$ cat config.mk
export PLATFORM = sky130hd
export DESIGN_NAME = systolic_mm_stream_ctrl
export DESIGN_NICKNAME = d
export VERILOG_FILES = /design/src/rtl/systolic_mm_pkg.sv /design/src/rtl/systolic_mm_out_ser.sv /design/src/rtl/systolic_mm_stream_ctrl.sv
export SDC_FILE = /design/constraint.sdc
export NUM_CORES = 1
export LEC_CHECK = 0
export ABC_CLOCK_PERIOD_IN_PS = 16500
export BUFFER_PORTS_ARGS = -buffer_cell sky130_fd_sc_hd__buf_2
export CORE_MARGIN = 3
export CORE_UTILIZATION = 55
export CTS_CLUSTER_DIAMETER = 150
export DETAILED_ROUTE_END_ITERATION = 6
export MAX_ROUTING_LAYER = met4
export PLACE_DENSITY_LB_ADDON = 0.3
export SLEW_MARGIN = 20
export SYNTH_ARGS = -nofsm -noshare
export SYNTH_HDL_FRONTEND = slang
export SYNTH_HIERARCHICAL = 1
export SYNTH_SLANG_ARGS = --single-unit
$ cat constraint.sdc
create_clock -name clk -period 16.5 [get_ports clk]
set_input_delay 1.65 -clock clk [delete_from_list [all_inputs] [get_ports clk]]
set_output_delay 1.65 -clock clk [all_outputs]
set_load 0.02 [all_outputs]
$ cat src/rtl/systolic_mm_pkg.sv
// Shared state encoding and sizing helpers for the systolic matmul stream front-end.
package systolic_mm_pkg;

  localparam int N_DEF = 3;
  localparam int ELEMS = N_DEF * N_DEF;
  localparam int IDX_W = $clog2(2 * ELEMS);

  typedef enum logic [1:0] {
    ST_LOAD  = 2'd0,
    ST_RUN   = 2'd1,
    ST_DRAIN = 2'd2
  } mm_state_e;

  function automatic int elems(input int n);
    return n * n;
  endfunction

  function automatic int idx_w(input int n);
    return $clog2(2 * n * n);
  endfunction

endpackage

$ cat src/rtl/systolic_mm_out_ser.sv
// C result capture buffer and row-major valid/ready serialiser with out_last.
module systolic_mm_out_ser
  import systolic_mm_pkg::*;
#(
  parameter int N          = N_DEF,
  parameter int DATA_WIDTH = 16
) (
  input  logic                                clk,
  input  logic                                reset,
  input  logic                                capture,
  input  logic                                active,
  input  logic [N-1:0][N-1:0][DATA_WIDTH-1:0] mm_matrix_c,
  input  logic                                out_ready,
  output logic                                out_valid,
  output logic [DATA_WIDTH-1:0]               out_data,
  output logic                                out_last,
  output logic                                last_hs,
  output logic                                drained
);

  localparam int NE = elems(N);
  localparam int JW = (NE > 1) ? $clog2(NE) : 1;

  // Flat row-major view: entry r*N+c is element [r][c].
  logic [NE-1:0][DATA_WIDTH-1:0] c_q;
  logic [JW-1:0]                 j_q;
  logic                          drained_q;
  logic                          j_last;

  assign j_last    = (j_q == JW'(NE - 1));
  assign out_valid = active && !drained_q;
  assign out_data  = c_q[j_q];
  assign out_last  = out_valid && j_last;
  assign last_hs   = out_last && out_ready;
  assign drained   = drained_q;

  always_ff @(posedge clk or posedge reset) begin
    if (reset) begin
      c_q       <= '0;
      j_q       <= '0;
      drained_q <= 1'b0;
    end else if (capture) begin
      c_q       <= mm_matrix_c;
      j_q       <= '0;
      drained_q <= 1'b0;
    end else if (out_valid && out_ready) begin
      if (j_last) begin
        j_q       <= '0;
        drained_q <= 1'b1;
      end else begin
        j_q <= j_q + 1'b1;
      end
    end
  end

endmodule

$ cat src/rtl/systolic_mm_stream_ctrl.sv
// Stream front-end for the N x N systolic multiplier: load A/B, run, drain C.
// Optional RUN watchdog enabled by defining SYS_MM_TIMEOUT_EN.
//
// state    | meaning
// ST_LOAD  | accepting A then B elements into operand registers
// ST_RUN   | mm_start held high, waiting for mm_done
// ST_DRAIN | serialising captured C; waits for mm_done low before LOAD
module systolic_mm_stream_ctrl
  import systolic_mm_pkg::*;
#(
  parameter int N              = N_DEF,
  parameter int DATA_WIDTH     = 16,
  parameter int TIMEOUT_CYCLES = 64
) (
  input  logic                                clk,
  input  logic                                reset,
  input  logic                                in_valid,
  output logic                                in_ready,
  input  logic [DATA_WIDTH-1:0]               in_data,
  output logic                                out_valid,
  input  logic                                out_ready,
  output logic [DATA_WIDTH-1:0]               out_data,
  output logic                                out_last,
  output logic                                busy,
  output logic                                mm_start,
  input  logic                                mm_done,
  output logic [N-1:0][N-1:0][DATA_WIDTH-1:0] mm_matrix_a,
  output logic [N-1:0][N-1:0][DATA_WIDTH-1:0] mm_matrix_b,
  input  logic [N-1:0][N-1:0][DATA_WIDTH-1:0] mm_matrix_c,
  output logic                                timeout_err
);

  localparam int            NE     = elems(N);
  localparam int            KW     = idx_w(N);
  localparam logic [KW-1:0] K_LAST = KW'(2 * NE - 1);

  mm_state_e state_q, state_d;
  logic [KW-1:0]                   k_q;
  logic [2*NE-1:0][DATA_WIDTH-1:0] ops_q;
  logic start_q;
  logic in_fire, load_done, capture, last_hs, drained, to_fire;

  assign in_ready    = (state_q == ST_LOAD) && !reset;
  assign in_fire     = in_valid && in_ready;
  assign load_done   = in_fire && (k_q == K_LAST);
  assign capture     = (state_q == ST_RUN) && mm_done;
  assign busy        = (state_q != ST_LOAD);
  assign mm_start    = start_q;
  // Lower half of the operand store is A, upper half B, both row-major.
  assign mm_matrix_a = ops_q[NE-1:0];
  assign mm_matrix_b = ops_q[2*NE-1:NE];

  always_comb begin
    state_d = state_q;
    unique case (state_q)
      ST_LOAD:  if (load_done) state_d = ST_RUN;
      ST_RUN: begin
        if (mm_done)      state_d = ST_DRAIN;
        else if (to_fire) state_d = ST_LOAD;
      end
      ST_DRAIN: if ((last_hs || drained) && !mm_done) state_d = ST_LOAD;
      default:  state_d = ST_LOAD;
    endcase
  end

  always_ff @(posedge clk or posedge reset) begin
    if (reset) begin
      state_q <= ST_LOAD;
      k_q     <= '0;
      ops_q   <= '0;
      start_q <= 1'b0;
    end else begin
      state_q <= state_d;
      start_q <= (state_d == ST_RUN);
      if (in_fire) begin
        ops_q[k_q] <= in_data;
        k_q        <= load_done ? '0 : k_q + 1'b1;
      end
    end
  end

`ifdef SYS_MM_TIMEOUT_EN
  localparam int TW = $clog2(TIMEOUT_CYCLES + 1);
  logic [TW-1:0] to_cnt_q;
  logic          to_err_q;

  // Down-counter loaded on RUN entry; terminal count with no done is a timeout.
  assign to_fire     = (state_q == ST_RUN) && !mm_done && (to_cnt_q == '0);
  assign timeout_err = to_err_q;

  always_ff @(posedge clk or posedge reset) begin
    if (reset) begin
      to_cnt_q <= '0;
      to_err_q <= 1'b0;
    end else begin
      if (state_q == ST_LOAD && state_d == ST_RUN)
        to_cnt_q <= TW'(TIMEOUT_CYCLES - 1);
      else if (state_q == ST_RUN && to_cnt_q != '0)
        to_cnt_q <= to_cnt_q - 1'b1;
      if (to_fire)
        to_err_q <= 1'b1;
    end
  end
`else
  assign to_fire     = 1'b0;
  assign timeout_err = 1'b0;
`endif

  systolic_mm_out_ser #(
    .N          (N),
    .DATA_WIDTH (DATA_WIDTH)
  ) u_out_ser (
    .clk         (clk),
    .reset       (reset),
    .capture     (capture),
    .active      (state_q == ST_DRAIN),
    .mm_matrix_c (mm_matrix_c),
    .out_ready   (out_ready),
    .out_valid   (out_valid),
    .out_data    (out_data),
    .out_last    (out_last),
    .last_hs     (last_hs),
    .drained     (drained)
  );

endmodule

Word level (Yosys, flattened, before mapping) --
Cells that the tools add are included.
Word-level totals: bits in registers 445, latch bits 0, memory bits (writable) 0, ROM bits 0, output and inout bits 310, memories kept 0
Cells by class: add/sub/neg operators 2, multiply operators 0, div/mod/pow operators 0, order comparisons 3, equal/unequal tests 5, shift operators 0, multiplexer cells 16, bitwise gates (word level) 0, reductions and logical operators 19
Operators with widths (number):
- $bwmux 288 | 1
- $demux 16 s5 | 1
- $bmux 16 s4 | 1
- $mux 16 | 2
- $mux 4 | 3
- $logic_and 1x1->1 | 10
- $lt 5x6->1 const B | 1
- $mux 2 | 3
- $pmux 2 s3 | 1
- $reduce_bool 2->1 | 3
- $add 5x1->5 const B | 1
- $eq 5x5->1 const B | 1
- $ge 5x1->1 const B | 1
- $lt 4x5->1 const B | 1
- $mux 5 | 1
- $add 4x1->4 const B | 1
- $eq 2x1->1 const B | 2
- $eq 4x4->1 const B | 1
- $logic_not 1->1 | 3
- $mux 1 | 3
- $eq 2x2->1 const B | 1
- $logic_not 2->1 | 1
- $reduce_and 2->1 | 1
- $logic_or 1x1->1 | 1

Logic depth before layout (Yosys ltp) --
Gate-level depths: netlist (run 1).
depth in word-level cells 9, mapped depth 8, depth with buffers taken out 6

Modules after synthesis --
The synthesis (run 1) kept the hierarchy.
Modules (own cells, without submodules):
- systolic_mm_stream_ctrl | instances 1, cells an instance 690, area an instance 11402.2 µm²
- systolic_mm_out_ser | instances 1, cells an instance 465, area an instance 6785.3 µm²

Least setup slack after synthesis (run 1) --
No wires, ideal clock.
path type in2out, start in reset, end out in_ready, arrival 1943 ps, data required time 14850 ps, slack 12907 ps, cell stages on the path 1, cells stage by stage nor2_1
On the way: word-level cells in the longest chain between the ends 2
RTL lines:
- from (decl) | RTL line systolic_mm_stream_ctrl.sv:16 | input logic reset,
- $logic_not 1->1 (no source line)
- $logic_and 1x1->1 | RTL line systolic_mm_stream_ctrl.sv:43 | assign in_ready = (state_q == ST_LOAD) && !reset;
- to (decl) | RTL line systolic_mm_stream_ctrl.sv:18 | output logic in_ready,
No other way between the ends.

Worst setup path in the final report (run 1) --
start reg u_out_ser.j_q[1], end out out_data[14]
On the way: word-level cells in the longest chain between the ends 2
RTL lines:
- from (decl) | RTL line systolic_mm_out_ser.sv:26 | logic [JW-1:0] j_q;
- from (signal assigned) | RTL line systolic_mm_out_ser.sv:51 | j_q <= j_q + 1'b1;
- $bmux 16 s4 | RTL line systolic_mm_out_ser.sv:32 | assign out_data = c_q[j_q];
- $mux 16 (not written as such) | RTL line systolic_mm_out_ser.sv:32
- to (decl) | RTL line systolic_mm_stream_ctrl.sv:22 | output logic [DATA_WIDTH-1:0] out_data,
No other way between the ends. The select of a mux whose other input is x is not followed.

==> results by group, run 1 <==
STA
  • Fin crit share: about 29%
  • Count of final setup violators: 0
  • Final hold viol count: 0
  • Final worst setup slack: 11.77 ns
  • Max Slew Vio Count: 0
  • Tmin final: 4.73 ns
  • Clock Skew: between 0.015 and 0.02 ns
  • Relative max-transition margin: 24.9%
  • Post-Route Setup TNS: 0 ns
  • Max Freq: roughly 210 MHz
  • RSZ-0062 raised after global routing: false
  • Tightest Pin Transition: 1.13 ns

Worst setup path
  • Worst Setup End Kind: output pin
  • Crit path max fanout: 22
  • Data arrival, critical path: 3.08 ns
  • Crit path kind: reg2out
  • Reg2Reg Depth: 5
  • CP required: between 10 and 15 ns
  • Critical Path Source Type: flip-flop

Clock network
  • Cts-stage hold buffer count: 0
  • Clock Latency Late Sink: 0.54 ns
  • Worst-path clk slew: 0.06 ns
  • Clock buffer depth: 3
  • H-tree depth: 2
  • TritonCTS buffer count: 45
  • Number of setup buffers added after CTS: 0
  • Root buf cell: clkbuf_16
  • Post-CTS Resized: 0
  • CTS tree: done
  • Clock Sinks: roughly 450

Layout
  • Ratio of cells with drive above 1 in the final layout: 64.4%
  • P&R area growth vs syn: 23.3%
  • Area of the multi-input gates: 6620 µm²
  • Fill cells: 2273
  • Layout Cells excl Fill: 2090
  • NumNets Final: roughly 1800
  • Fin util: a little over two thirds
  • Register area: ~11000 µm²

Synthesis
  • Count leader, synth: mux2_2
  • Synth Net Count: 1326
  • Post-Syn Area: 18200 µm²
  • Register area share after synthesis: 61.2%
  • Synth area leader: dfrtp_1
  • Synth top area share: between 60% and 70%
  • Netlist cell types: 48
  • EDFF count, synth: 0
  • Top post-synthesis cells by area: dfrtp_1, mux2_2, mux4_2
  • Gate Count Post-Synth: 1155
  • Ys flop type: dfrtp_1
  • Commonest cells post-synth: mux2_2, dfrtp_1, clkbuf_1, buf_2, nor2_1
  • Synth warn: 6
  • Syn_area_per_cell: between 15 and 20 µm²
  • Asr flop ratio synth: 100%
  • Synthesized flop and latch total: 445

Global routing
  • First-pass GRT wire length: 75700 µm
  • GRT Total Usage: between 20% and 30%
  • Initial antenna violation count: 12
  • Largest net degree at the start of global routing: 133
  • Vias in the first global route: 12248
  • GR Overflow Total: 0

Flow run
  • Max-Cap Viols: 0

Detailed routing
  • Vias post-DR: 11573
  • First-pass detailed-route iteration total: 4
  • Vias per cell: approximately 5.5
  • DRC: 0
  • Routed len/inst: between 20 and 25 µm
  • Initial DRC count: 565
  • DRT antenna net count: 0
  • Final WL: 49700 µm

Die
  • Die ar.: 35300 µm²
  • DIE WIDTH: 188 µm
  • Num rows: 65
  • Starting Density: 56.8%
  • CORE AREA: 32000 µm²
  • Die height: 188 µm
  • Top Ports: 475

Pwr
  • Sequential Power Share: 39.4%
  • Clk network pwr share: 23.7%
  • Switching share of power: 35.9%
  • Overall Power: 4.55 mW
  • Logic pwr share: 36.8%
  • Peak supply drop: approximately 0.13 mV
  • Leakage: 11.7 nW
  • Power density cells: a little over 200 nW/µm²
  • Internal power: 2.92 mW
  • Sw Pwr: 1.63 mW

Place
  • Gp weighted congestion: 0.824
  • Dpl cells: 1994
  • IO buf count: 473
  • Dpl ws: approximately 12 ns
  • HPWL after detailed placement: 35100 µm

Hold path
  • Hold Crit Class: reg2reg
  • Hold Path Depth: 1

Run status
  • Run status: finished, final reports clean
## worst max-delay path, cell delays in order (launching register included)
cell     delay [ns]
dfrtp_1        1.09
inv_1          0.15
nand2_1        0.56
o22ai_1        0.18
o31ai_1        0.32
buf_2          0.23
## power by group through the flow
stage / Clock (mW) / Combinational, mW / Sequential (mW)
floorplan: 0 / 0.810 / 2.05
global placement: 0 / 1.65 / 1.78
detailed placement: 0 / 1.68 / 1.80
CTS: 1.10 / 1.69 / 1.79
global route: 1.15 / 1.77 / 1.85
finish: 1.08 / 1.68 / 1.79
## worst paths after layout
path	from	end	slack (ns)
hold reg to reg	mm_matrix_b[21]	mm_matrix_b[21]	0.50
max in group asynchronous	reset	mm_matrix_b[22]	12.94
setup reg to reg	state_q[1]	u_out_ser/c_q[8]	13.40
min in group asynchronous	reset	u_out_ser/c_q[124]	1.35
setup / recovery	u_out_ser/j_q[1]	out_data[14]	11.77
hold / removal	mm_matrix_b[21]	mm_matrix_b[21]	0.50
## final cells by class
class	count	share of cell area, %
flip-flops and latches	445	49.7
inverters	9	0.206
diodes	12	0.134
repair buffers	483	10.9
well taps	435	2.43
clock buffers	62	5.71
multi-input cells	622	29.5
clock inverters	22	1.42
## placed cells by master (no fill, tap or decap), drive strengths merged, types with 2 or more instances in the layout
master / n
dfrtp: 445
diode: 12
o31ai: 16
or4: 3
buf: 483
clkinv: 12
nor2b: 3
a21o: 2
and3: 2
a21oi: 3
nor3: 3
nor4b: 3
inv: 11
and2: 2
ha: 6
mux4: 16
nand4b: 12
nand2: 21
nor2: 25
clkbuf: 62
o21ai: 6
o22ai: 16
mux2: 466
bufinv: 7
## per-layer routing
layer | GRT usage [%] | vias up | share of wire, %
li1 | - | 5069 | -
met1 | 34.6 | 5972 | 39
met2 | 47.2 | 424 | 50
met3 | 7.46 | 108 | 7.2
met4 | 11.1 | 0 | 4.1
met5 | - | - | 0
## sequential cells by signal, summed over array words and instances (netlist names)
signal	flops
k_q	5
mm_matrix_a	144
u_out_ser/drained	1
mm_start	1
u_out_ser/c_q	144
state_q	2
mm_matrix_b	144
u_out_ser/j_q	4
## stage by stage
step	hold WS [ns]	instance area, µm²
5_1_grt	0.506	22400
2_1_floorplan	0.472	18200
6_report	0.498	22400
4_1_cts	0.500	22400
3_5_place_dp	0.487	20800
3_3_place_gp	0.482	20800
## logic make-up after synthesis
| family | count (synthesis) | synth area share, % |
|---|---|---|
| AND/OR/NAND/NOR | 86 | 3.11 |
| flip-flops | 445 | 61.2 |
| other | 1 | 0.0206 |
| buffers and inverters | 88 | 2.44 |
| adder cells (fa/ha/maj) | 6 | 0.413 |
| XOR/XNOR | 1 | 0.0482 |
| multiplexers | 483 | 31.1 |
| AO/OA/AOI/OAI | 45 | 1.62 |
(Power assumes the default switching activity.)
==> run 2, diff against run 1 <==
- ABC_CLOCK_PERIOD_IN_PS: 16500 -> 4850
- CORE_UTILIZATION: 55 -> 53
- clock period: 16.5 -> 4.85 ns (I/O delays scaled with it)
==> run 2 against run 1 <==
Against the previous run:
- core utilization decreased by 3.3 points
- critical path depth unchanged
- global-route usage down 0.89 points
- final cell count increased by 1.0%
- combinational power rose to 3.3 times the previous value
- via count up 0.80%
- die area rose by 3.7%
- wire length is 1.7% higher
- clock skew is 0.0017 ns lower
- first-iteration DRC count shrank 5.7%
- worst setup slack got worse by 10 ns
==> results by group, run 2 (synthesis results as in run 1) <==
Run status
  • Run status: finished, final reports clean

STA
  • Post-Route Setup TNS: 0 ns (unchanged)
  • Count of final setup violators: 0 (unchanged)
  • Max Freq: 285 MHz
  • Fin crit share: 72.4%
  • Max Slew Vio Count: 0 (unchanged)
  • Relative max-transition margin: 26.6% (+1.8 points)
  • Tmin final: 3.51 ns
  • Final hold viol count: 0 (unchanged)
  • Clock Skew: 0.0142 ns (-0.00174 ns)
  • Tightest Pin Transition: 1.09 ns (-0.0323 ns)
  • RSZ-0062 raised after global routing: false

Pwr
  • Logic pwr share: 36.4% (-0.4 points)
  • Peak supply drop: 0.397 mV (+200%)
  • Switching share of power: 36.0% (+0.096 points)
  • Sw Pwr: 5.55 mW (+240%)
  • Internal power: 9.88 mW (+240%)
  • Sequential Power Share: 40.1% (+0.7 points)
  • Overall Power: 15.4 mW (+240%)
  • Power density cells: 687 nW/µm² (+240%)
  • Leakage: 11.7 nW (about the same)
  • Clk network pwr share: 23.5% (-0.2 points)

Detailed routing
  • Final WL: 50600 µm (+1.7%)
  • Vias post-DR: 11666 (+0.80%)
  • Initial DRC count: 533 (-5.7%)
  • First-pass detailed-route iteration total: 5 (+1)
  • DRC: 0 (unchanged)
  • Vias per cell: 5.53 (-0.20%)
  • Routed len/inst: 24.0 µm (+0.67%)
  • DRT antenna net count: 0 (unchanged)

Die
  • Die height: 191 µm (+1.8%)
  • Die ar.: 36600 µm² (+3.7%)
  • CORE AREA: 33700 µm² (+5.2%)
  • Num rows: 67 (+3.1%)
  • DIE WIDTH: 191 µm (+1.8%)
  • Top Ports: 475 (unchanged)
  • Starting Density: 54.0% (-2.8 points)

Hold path
  • Hold Path Depth: 2 (+1)
  • Hold Crit Class: in2reg

Worst setup path
  • Max incr delay on CP: 0.82 ns (-0.27 ns)
  • CP required: 4.37 ns (-10.48 ns)
  • Max stage delay cell, worst path: dfrtp_2
  • Crit path max fanout: 30 (+36%)
  • Crit path kind: reg2out
  • Data arrival, critical path: 3.02 ns (-0.06 ns)
  • Critical Path Source Type: flip-flop
  • Cells along the critical path: buf_4 -> mux4_2 -> nor2_1 -> o31ai_1 -> buf_2
  • Worst Setup End Kind: output pin
  • Reg2Reg Depth: 5 (unchanged)

Flow run
  • Max-Cap Viols: 0 (unchanged)

Clock network
  • Clock buffer depth: 3 (unchanged)
  • Clock Latency Late Sink: 0.55 ns (about the same)
  • Root buf cell: clkbuf_16
  • H-tree depth: 2 (unchanged)
  • Worst-path clk slew: 0.06 ns (about the same)
  • TritonCTS buffer count: 45 (unchanged)
  • Clock Sinks: 445 (unchanged)
  • CTS tree: done

Layout
  • Most frequent cells in the layout: buf_2, mux2_2, dfrtp_1
  • Most common cell after layout, fill and taps aside: buf_2
  • NumNets Final: 1780 (+0.17%)
  • Ratio of cells with drive above 1 in the final layout: 64.2% (-0.18 points)
  • P&R area growth vs syn: 23.5%

Global routing
  • Vias in the first global route: 12262 (+0.11%)
  • GRT Total Usage: 27.9% (-0.89 points)
  • Initial antenna violation count: 19 (+7)
  • GR Overflow Total: 0 (unchanged)
  • Largest net degree at the start of global routing: 174 (+31%)
  • First-pass GRT wire length: 75100 µm (-0.68%)

Place
  • IO buf count: 473 (unchanged)
  • Gp weighted congestion: 0.861 (+4.5%)
  • HPWL after detailed placement: 36300 µm (+3.5%)
==> run 2: cell types whose count changed in the layout (fill, tap and decap cells not counted), sizes merged <==
cell / previous run / this run
clkbuf: 62 / 64
diode: 12 / 20
bufinv: 7 / 6
buf: 483 / 485
dlygate4sd3: 0 / 1
inv: 11 / 9
clkinv: 12 / 10
==> run 2: worst paths after layout <==
path	from	to	slack, ns
min in group asynchronous	reset	mm_matrix_a[108]	0.57
worst max register to register	k_q[1]	mm_matrix_b[140]	2.05
max in group asynchronous	reset	mm_matrix_a[138]	3.09
worst min-delay path	mm_matrix_c[50]	u_out_ser/c_q[50]	0.17
worst max-delay path	u_out_ser/j_q[0]	out_data[12]	1.34
worst min register to register	mm_matrix_b[25]	mm_matrix_b[25]	0.50
==> run 2: routing by layer <==
| metal | global-route usage (%) | part of all wire [%] | wire, µm | up-vias |
|---|---|---|---|---|
| li1 | - | - | - | 5109 |
| met1 | 33.1 | 39 | 19500 | 5993 |
| met2 | 45.1 | 49 | 24700 | 437 |
| met3 | 7.59 | 8.0 | 4050 | 127 |
| met4 | 12.2 | 4.7 | 2390 | 0 |
| met5 | - | 0 | 0 | - |
==> run 2: final cells by class <==
| class | instances | area (µm²) |
|---|---|---|
| inverter | 9 | 45.0 |
| timing repair buffer | 486 | 2490 |
| multi-input combinational | 622 | 6620 |
| fill | 2431 | 11200 |
| antenna | 20 | 50.0 |
| clock buffer | 64 | 1300 |
| clock inverter | 17 | 262 |
| sequential | 445 | 11100 |
| tap | 448 | 561 |
==> run 2: power by group through the flow <==
stage / logic (mW) / clock network [mW] / registers [mW]
after CTS: 5.67 / 3.67 / 6.17
final: 5.62 / 3.63 / 6.18
after global placement: 5.53 / 0 / 6.13
after detailed placement: 5.63 / 0 / 6.23
after global routing: 5.97 / 3.84 / 6.36
after floorplan: 2.76 / 0 / 6.99
==> run 2: what timing repair did <==
action	in CTS	in global routing
setup buffers	0	0
hold buffers	1	0
endpoints found under the hold margin	8	0
gates resized for setup	0	0
==> run 2: worst max-delay path: cells and delay by family (launching register included) <==
kind	cells	cell delay (ns)
compound gates	1	0.14
buf+inv	2	0.74
flops	1	0.82
mux	1	0.56
simple gates	1	0.21
==> run 2: through the flow <==
stage | cell area, µm² | utilization [%] | instances | hold slack [ns] | setup slack, ns
floorplan | 18200 | - | 1155 | 0.472 | 0.357
global placement | 20800 | 61.8 | 2009 | 0.482 | 1.89
detailed placement | 20800 | 61.8 | 2009 | 0.487 | 1.85
CTS | 22400 | 66.5 | 2091 | 0.147 | 1.27
global route | 22500 | 66.6 | 2110 | 0.152 | 1.17
finish | 22500 | 66.6 | 2111 | 0.167 | 1.34
==> run 3, diff against run 2 <==
- ABC_CLOCK_PERIOD_IN_PS: 4850 -> 3130
- CORE_UTILIZATION: 53 -> 48
- clock period: 4.85 -> 3.13 ns (I/O delays scaled with it)
==> run 3 against run 2 <==
Against the previous run:
- first-iteration DRC count rose by 12%
- cell area rose by 7.6%
- via count rose by 6.2%
- critical path type unchanged
==> results by group, run 3 (synthesis results as in run 1) <==
Run status
  • Run status: finished, final reports clean

Detailed routing
  • Routed len/inst: 23.3 µm (-2.8%)
  • Met3 WL: 3230 µm (-20%)
  • Vias post-DR: 12386 (+6.2%)
  • DRT antenna net count: 0 (unchanged)
  • Met2 routed WL: 27100 µm (+10%)
  • Initial DRC count: 596 (+12%)
  • Vias per cell: 5.35 (-3.2%)
  • Top layer in use: met4
  • DRC: 0 (unchanged)
  • Final WL: 53900 µm (+6.6%)
  • Met1 Wirelength: 21400 µm (+10%)
  • First-pass detailed-route iteration total: 4 (-1)

Worst setup path
  • Critical Path Source Type: flip-flop
  • Worst Setup End Kind: output pin
  • Data arrival, critical path: 2.62 ns (-0.40 ns)
  • Crit path max fanout: 40 (+33%)
  • Cells along the critical path: buf_12 -> mux2_2 -> o22ai_1 -> o31ai_1 -> buf_2
  • Crit path max-delay family: flip-flops
  • CP required: 2.82 ns (-1.55 ns)
  • Max incr delay on CP: 0.72 ns (-0.10 ns)
  • Crit path kind: reg2out
  • WP buf/inv: 2 (unchanged)
  • Max stage delay cell, worst path: dfrtp_2

Clock network
  • Worst-path clk slew: 0.06 ns (about the same)
  • CTS tree: done
  • H-tree depth: 2 (unchanged)
  • Root buf cell: clkbuf_16
  • Number of setup buffers added after CTS: 0 (unchanged)
  • TritonCTS buffer count: 46 (+2.2%)
  • Clock Sinks: 445 (unchanged)
  • Clock buffer depth: 3 (unchanged)
  • Clock Latency Late Sink: 0.58 ns (+0.03 ns)

Global routing
  • Largest net degree at the start of global routing: 150 (-14%)
  • Initial antenna violation count: 1 (-18)
  • GRT Total Usage: 27.6% (-0.35 points)
  • GR Overflow Total: 0 (unchanged)
  • Vias in the first global route: 13544 (+10%)
  • First-pass GRT wire length: 83400 µm (+11%)

Pwr
  • Internal power: 15.3 mW (+55%)
  • Peak supply drop: 0.609 mV (+53%)
  • Switching share of power: 36.4% (+0.43 points)
  • Logic pwr share: 38.0% (+1.6 points)
  • Sequential Power Share: 39.2% (-0.9 points)
  • Power density cells: 999 nW/µm² (+45%)
  • Overall Power: 24.1 mW (+56%)
  • Leakage: 12.4 nW (+6.1%)
  • Sw Pwr: 8.79 mW (+58%)
  • Clk network pwr share: 22.8% (-0.7 points)

Place
  • Placed Area: 21200 µm² (+1.6%)
  • HPWL after detailed placement: 37100 µm (+2.1%)
  • Dpl cells: 2084 (+3.7%)
  • IO buf count: 473 (unchanged)
  • Gp weighted congestion: 0.830 (-3.6%)
  • Dpl ws: 0.471 ns (-1.38 ns)

Layout
  • Most common cell after layout, fill and taps aside: buf_2
  • Fin util: 65.4% (-1.3 points)
  • Ratio of cells with drive above 1 in the final layout: 59.5% (-4.7 points)
  • NumNets Final: 1944 (+9.2%)
  • Most frequent cells in the layout: buf_2, mux2_2, dfrtp_1
  • Layout Cells excl Fill: 2315 (+9.7%)
  • Fill cells: 2728 (+12%)
  • Final Cell Area: 24200 µm² (+7.6%)
  • P&R area growth vs syn: 32.8%

Die
  • CORE AREA: 37000 µm² (+9.7%)
  • Die ar.: 40300 µm² (+10%)
  • Top Ports: 475 (unchanged)
  • Starting Density: 49.2% (-4.8 points)
  • Die height: 201 µm (+4.9%)
  • DIE WIDTH: 201 µm (+4.9%)
  • Num rows: 70 (+4.5%)

STA
  • RSZ-0062 raised after global routing: false
  • Tightest Pin Transition: 0.848 ns (-0.247 ns)
  • Fin crit share: 93.7%
  • Post-Route Setup TNS: 0 ns (unchanged)
  • Max Slew Vio Count: 0 (unchanged)
  • Relative max-transition margin: 43.5% (+17 points)
  • Final worst setup slack: 0.198 ns (-1.14 ns)
  • Count of final setup violators: 0 (unchanged)
  • Final hold viol count: 0 (unchanged)
  • Tmin final: 2.93 ns
  • Clock Skew: 0.0174 ns (+0.00323 ns)
  • Max Freq: 341 MHz
  • Final hold slack: 0.0640 ns (-0.103 ns)

Flow run
  • Max-Cap Viols: 0 (unchanged)

Hold path
  • Hold Crit Class: in2reg
## run 3: changes by cell type in the layout (fill, tap and decap cells not counted), sizes merged
cell,previous run,this run
dlygate4sd3,1,145
buf,485,504
clkbuf,64,72
bufinv,6,2
clkinv,10,8
clkinvlp,1,3
diode,20,1
## run 3: per-layer routing
layer	track usage, %	vias up
li1	-	5397
met1	33.2	6423
met4	10.5	0
met3	5.43	108
met2	46.3	458
met5	-	-
## run 3: power groups by stage
stage / clock, mW / combinational (mW) / sequential (mW)
after floorplan: 0 / 4.27 / 10.8
after global placement: 0 / 8.79 / 9.37
after detailed placement: 0 / 8.99 / 9.49
after CTS: 5.63 / 9.16 / 9.41
after global routing: 5.86 / 9.65 / 9.74
final: 5.51 / 9.16 / 9.46
## run 3: cell type report
type / instances / area (µm²) / share of cell area, %
well taps: 504 / 631 / 2.61
clock buffers: 72 / 1400 / 5.79
inverters: 9 / 41.3 / 0.171
clock inverters: 13 / 140 / 0.580
diodes: 1 / 2.50 / 0.0104
flip-flops and latches: 445 / 11100 / 46.1
multi-input cells: 622 / 6620 / 27.4
repair buffers: 649 / 4190 / 17.3
## run 3: what timing repair did
item | in CTS | in global routing
hold endpoints to repair | 161 | 0
gates resized for setup | 0 | 0
hold buffers | 145 | 0
endpoints found under the setup margin | 0 | 0
## run 3: worst paths after layout
| check | from | to | slack (ns) | depth (start not counted) |
|---|---|---|---|---|
| worst max-delay path | u_out_ser/j_q[0] | out_data[9] | 0.20 | 5 |
| worst min-delay path | mm_matrix_c[21] | u_out_ser/c_q[21] | 0.06 | 2 |
| worst max register to register | k_q[4] | mm_matrix_b[55] | 0.49 | 3 |
| worst min register to register | mm_matrix_a[26] | mm_matrix_a[26] | 0.50 | 1 |
| max in group asynchronous | reset | mm_matrix_b[3] | 1.86 | 4 |
| min in group asynchronous | reset | mm_matrix_a[94] | 0.48 | 3 |
